### src/rtl/step_pos_tracker.sv
// Absolute step-position tracker for the slide table. It counts step edges by direction,
// zeroes on a debounced home switch or a software request, and flags motion and fault status.
module step_pos_tracker #(
    parameter int POS_W     = 32,
    parameter int DEB_LEN   = 16,
    parameter int IDLE_CYC  = 1000,
    parameter int DIR_SETUP = 4
) (
    input  logic             clk,
    input  logic             rst,
    input  logic             step_in,
    input  logic             dir_in,
    input  logic             home_sw,
    input  logic             zero,
    input  logic [POS_W-1:0] target,
    output logic [POS_W-1:0] pos,
    output logic             at_target,
    output logic             moving,
    output logic             homed,
    output logic             home_hit,
    output logic             dir_err,
    output logic             limit_err
);

    localparam int DEB_W  = $clog2(DEB_LEN + 1);
    localparam int IDLE_W = $clog2(IDLE_CYC + 1);
    localparam int DIR_W  = $clog2(DIR_SETUP + 1);

    typedef enum logic {
        RELEASED = 1'b0,
        PRESSED  = 1'b1
    } deb_state_t;

    logic [1:0]       sync_reg;
    deb_state_t       state_reg;
    deb_state_t       state_next;
    logic [DEB_W-1:0] deb_cnt_reg;
    logic [DEB_W-1:0] deb_cnt_next;
    logic             home_event;
    logic             sw_pressed;
    logic             sample_differs;

    logic             step_prev_reg;
    logic             step_edge;
    logic             dir_prev_reg;
    logic [DIR_W-1:0] dir_stab_reg;
    logic             dir_changed;
    logic             dir_unstable;

    logic [POS_W-1:0]  pos_reg;
    logic              at_target_reg;
    logic [IDLE_W-1:0] idle_cnt_reg;
    logic              homed_reg;
    logic              home_hit_reg;
    logic              dir_err_reg;
    logic              limit_err_reg;

    // The switch idles high (released), so the synchronizer resets to 1 to avoid a false press.
    always_ff @(posedge clk) begin
        if (rst) begin
            sync_reg <= 2'b11;
        end else begin
            sync_reg <= {sync_reg[0], home_sw};
        end
    end

    assign sw_pressed     = ~sync_reg[1];
    assign sample_differs = (state_reg == RELEASED) ? sw_pressed : ~sw_pressed;

    always_ff @(posedge clk) begin
        if (rst) begin
            state_reg   <= RELEASED;
            deb_cnt_reg <= '0;
        end else begin
            state_reg   <= state_next;
            deb_cnt_reg <= deb_cnt_next;
        end
    end

    // A full run of DEB_LEN disagreeing samples toggles the state on the following edge.
    always_comb begin
        state_next   = state_reg;
        deb_cnt_next = '0;
        if (deb_cnt_reg == DEB_W'(DEB_LEN)) begin
            state_next   = (state_reg == RELEASED) ? PRESSED : RELEASED;
            deb_cnt_next = '0;
        end else if (sample_differs) begin
            deb_cnt_next = deb_cnt_reg + DEB_W'(1);
        end
    end

    always_comb begin
        home_event = 1'b0;
        if (state_reg == RELEASED && deb_cnt_reg == DEB_W'(DEB_LEN)) begin
            home_event = 1'b1;
        end
    end

    assign step_edge    = step_in & ~step_prev_reg;
    assign dir_changed  = (dir_in != dir_prev_reg);
    assign dir_unstable = dir_changed || (dir_stab_reg < DIR_W'(DIR_SETUP));

    // Previous-step register resets high so a step line held high through reset is not counted.
    always_ff @(posedge clk) begin
        if (rst) begin
            step_prev_reg <= 1'b1;
            dir_prev_reg  <= 1'b0;
            dir_stab_reg  <= '0;
        end else begin
            step_prev_reg <= step_in;
            dir_prev_reg  <= dir_in;
            if (dir_changed) begin
                dir_stab_reg <= '0;
            end else if (dir_stab_reg < DIR_W'(DIR_SETUP)) begin
                dir_stab_reg <= dir_stab_reg + DIR_W'(1);
            end
        end
    end

    always_ff @(posedge clk) begin
        if (rst) begin
            pos_reg       <= '0;
            at_target_reg <= 1'b0;
            idle_cnt_reg  <= '0;
            homed_reg     <= 1'b0;
            home_hit_reg  <= 1'b0;
            dir_err_reg   <= 1'b0;
            limit_err_reg <= 1'b0;
        end else begin
            at_target_reg <= (pos_reg == target);
            home_hit_reg  <= home_event;
            if (home_event) begin
                homed_reg <= 1'b1;
            end

            // Home event beats zero, which beats a step; a coinciding step is dropped.
            if (home_event || zero) begin
                pos_reg <= '0;
            end else if (step_edge) begin
                if (!dir_in) begin
                    pos_reg <= pos_reg + POS_W'(1);
                end else if (state_reg == PRESSED) begin
                    limit_err_reg <= 1'b1;
                end else begin
                    pos_reg <= pos_reg - POS_W'(1);
                end
            end

            if (step_edge && dir_unstable) begin
                dir_err_reg <= 1'b1;
            end

            if (step_edge) begin
                idle_cnt_reg <= IDLE_W'(IDLE_CYC);
            end else if (idle_cnt_reg != '0) begin
                idle_cnt_reg <= idle_cnt_reg - IDLE_W'(1);
            end
        end
    end

    assign pos       = pos_reg;
    assign at_target = at_target_reg;
    assign moving    = (idle_cnt_reg != '0);
    assign homed     = homed_reg;
    assign home_hit  = home_hit_reg;
    assign dir_err   = dir_err_reg;
    assign limit_err = limit_err_reg;

endmodule

### config.mk
export PLATFORM = sky130hd
export DESIGN_NAME = step_pos_tracker
export DESIGN_NICKNAME = d
export VERILOG_FILES = /design/src/rtl/step_pos_tracker.sv
export SDC_FILE = /design/constraint.sdc
export NUM_CORES = 1
export LEC_CHECK = 0
export BUFFER_PORTS_ARGS = -buffer_cell sky130_fd_sc_hd__buf_2
export CAP_MARGIN = 25
export CORE_UTILIZATION = 57
export DETAILED_ROUTE_END_ITERATION = 10
export PLACE_DENSITY = 0.79
export SYNTH_ARGS = -nofsm -noshare
export SYNTH_HDL_FRONTEND = slang
export SYNTH_SLANG_ARGS = --single-unit
### constraint.sdc
create_clock -name clk -period 3.7 [get_ports clk]
set_input_delay 0.185 -clock clk [delete_from_list [all_inputs] [get_ports clk]]
set_output_delay 0.185 -clock clk [all_outputs]
set_load 0.01 [all_outputs]
==> results.md <==
* Number of nets with antenna violations after routing at 0
* Number of flip-flops under the largest register name at 32
* Number of clock sinks seen by CTS at 60
* Number of antenna violations at the first check in global routing at 0
* Post-synthesis cell area at 0.00426 mm^2
* Worst-path cell chain: fa_1, a21o_2, a31o_2, a21oi_2, o41ai_4, a2111oi_0, nor2_1, a31oi_1, mux2i_1, nand3_1
* Max Fanout on Critical Path at 6
* Layout Area Growth over Synthesis at 14.7%
* Post-Syn Area per Cell at 8.20 um^2
* Count of warnings emitted by yosys at 0
* Cell with the most instances after synthesis: sky130_fd_sc_hd__nand2_1
* Total wire length at 11.5 mm
* Launch point of the worst path: pos[0]$_SDFFE_PP0P_
* Overall global routing resource usage at 30.6%
* Clock tree from TritonCTS: built
* Overall power consumption at 1.85 mW
* Number of diodes at 0
* Count of fill cells added during filler insertion at 628
* Sequential cell area fraction in the yosys report at 28.2%
* Fin. max-slew vios at 0
* Core area at 0.00725 mm^2
* PnR worst setup slack at 0.671 ns
* Clk_skew at 0.0179 ns
* Maximum root-to-sink buffer count at 2
* Die footprint at 0.00783 mm^2
* Number of enable-type register cells in the synthesized netlist at 0
* Hold Fails Final Rpt at 0
* Worst IR drop on VDD at 0.283 mV
* Via count at 4031
* Area fraction of the dominant cell type after synthesis at 28.2%
* Synth cell types at 66
* Arrival time reported for the critical path endpoint at 3.27 ns
* Effective utilization at floorplan at 58.8%
* Type of destination of the critical path: register
* Kind of path behind the tightest hold check: in -> reg
* Drc violations at 0
* CP top delay family: compound AO/OA/AOI/OAI gates
* Clock transition at the registers of the reported paths at 0.09 ns
* Vias per std cell at 5.78
* Area of combinational cells with multiple inputs at 0.00291 mm^2
* Largest area contributor in the synthesized netlist: sky130_fd_sc_hd__dfxtp_1
* Async set-or-reset flop fraction in the synthesized netlist at 0%
* Beginning of the worst hold path: step_in
* Slew @ Worst Pin at 0.756 ns
* Dominant register cell in the synthesized netlist: sky130_fd_sc_hd__dfxtp_1
* Worst Path Required at 3.94 ns
* Setup TNS at 0 ns
* Final routed wire length divided by cell count at 16.5 um
* Static Leak at 2.24 nW
* Core Util, Final at 67.4%
* Maximum number of pins on one net before global-route repair at 27
* Worst reg2reg startpoint: pos[0]$_SDFFE_PP0P_
* Synthesized instance count at 520
* Crit start category: register
* Number of buffer and inverter instances along the worst setup path at 0
* RD Place Congestion at 0.956
* Buffers inserted during post-CTS setup optimization at 0
* Pwr/cell area at 378 mW/mm^2
* Min cycle time layout at 3.03 ns
* Count of state elements after synthesis at 60
* RSZ-0062 raised after global routing: false
* Rows at 31
* Critical path class: reg -> reg
* Vertical die dimension at 88.5 um
* Area contributors post-synth: sky130_fd_sc_hd__dfxtp_1, sky130_fd_sc_hd__ha_1, sky130_fd_sc_hd__xnor2_1, sky130_fd_sc_hd__a21oi_1, sky130_fd_sc_hd__xor2_1
* Layout cells sized above 1 at 19.7%
* Worst-skew pair later-pin latency at 0.36 ns
* Outcome: completed
* DP Wirelength at 8.61 mm
* Part of the cycle the worst path needs at 81.9%
* First-pass detailed-route iteration total at 4
* Final nets at 668
* Post-Layout Inst Area at 0.00489 mm^2
* Maximum clock frequency at 0.330 GHz
* Synth top cells by count: sky130_fd_sc_hd__nand2_1, sky130_fd_sc_hd__dfxtp_1, sky130_fd_sc_hd__a21oi_1
* Total placed instance area at 0.00470 mm^2
* Post-Place Setup Slack at 0.502 ns
* First-pass GRT wire length at 18.0 mm
* Largest stage delay on the critical path at 0.46 ns
* Root buffer selected by CTS: sky130_fd_sc_hd__clkbuf_8
* Max capacitance violation total at 0
* Chip width at 88.5 um
* Sequential Area at 0.00120 mm^2
* Mapped Nets at 594
* # port buffers at 75
* Number of buffers created by CTS at 9
* I/O pin total at 76
* Overall overflow remaining after global route at 0
* Total of endpoints with negative setup slack in the final report at 0
* Slowest library cell on the worst path: sky130_fd_sc_hd__fa_1
* Number of global-route vias before repair at 3667
* Maximum level of the CTS H-tree at 3
* Remaining max-slew budget at the tightest pin at 49.6%
* 1st-iter DRT viols at 217
==> logic make-up after synthesis <==
logic type / count (synthesis) / synth area share, %
xor gates and xnor gates: 73 / 15.0
buffers and inverters: 32 / 3.61
and+or+nand+nor: 183 / 20.8
AOI/OAI and AO/OA: 130 / 20.3
adders and majority gates: 36 / 10.7
DFF: 60 / 28.2
muxes: 6 / 1.44
==> layout by cell type (no fill, tap or decap), drive strengths merged, types with 6 or more instances in the layout <==
cell type / count
a211oi: 6
xnor2: 43
o21ai: 18
xor2: 30
a21o: 13
buf: 81
nor3: 9
nand4: 9
dfxtp: 60
clkbuf: 9
a21oi: 62
nor2: 45
ha: 35
inv: 14
nor4: 8
nor2b: 6
nand2: 63
nand3: 14
==> layer usage <==
| metal | routed length, um | GRT usage [%] | vias to the layer above | share of wire, % |
|---|---|---|---|---|
| met4 | 301 | 14.7 | 0 | 2.6 |
| met3 | 658 | 5.69 | 25 | 5.7 |
| met5 | 0 | 0 | - | 0 |
| li1 | - | - | 1997 | - |
| met2 | 5270 | 48.0 | 138 | 46 |
| met1 | 5270 | 40.5 | 1871 | 46 |
==> final cells by class <==
class	instances	area share [%]
repair buffers	82	8.81
clock inverters	7	1.08
multi-input cells	428	59.5
flip-flops and latches	60	24.6
well taps	99	2.53
inverters	13	0.998
clock buffers	9	2.53
==> through the flow <==
step                cells  hold WS (ns)
floorplan             520         0.289
global placement      681         0.368
detailed placement    681         0.373
CTS                   698        0.0279
global route          698        0.0477
finish                698        0.0290
==> worst paths after layout <==
kind | endpoint | slack (ns) | cells after the start
hold / removal | step_prev_reg$_SDFF_PP1_ | 0.03 | 2
setup reg to reg | pos[30]$_SDFFE_PP0P_ | 0.67 | 10
hold reg to reg | sync_reg[1]$_SDFF_PP1_ | 0.41 | 1
setup / recovery | pos[30]$_SDFFE_PP0P_ | 0.67 | 10
==> what timing repair did <==
action	4_1_cts	5_1_grt
hold buffers	1	0
endpoints found under the hold margin	1	0
resized for setup	0	0
==> power by group <==
group | switching [mW] | leakage [nW] | total, mW | internal [mW]
logic | 0.284 | 1.66 | 0.519 | 0.235
clock network | 0.307 | 0.0896 | 0.553 | 0.246
registers | 0.0633 | 0.488 | 0.773 | 0.710
Note: power is estimated with default switching activity, not from simulation.
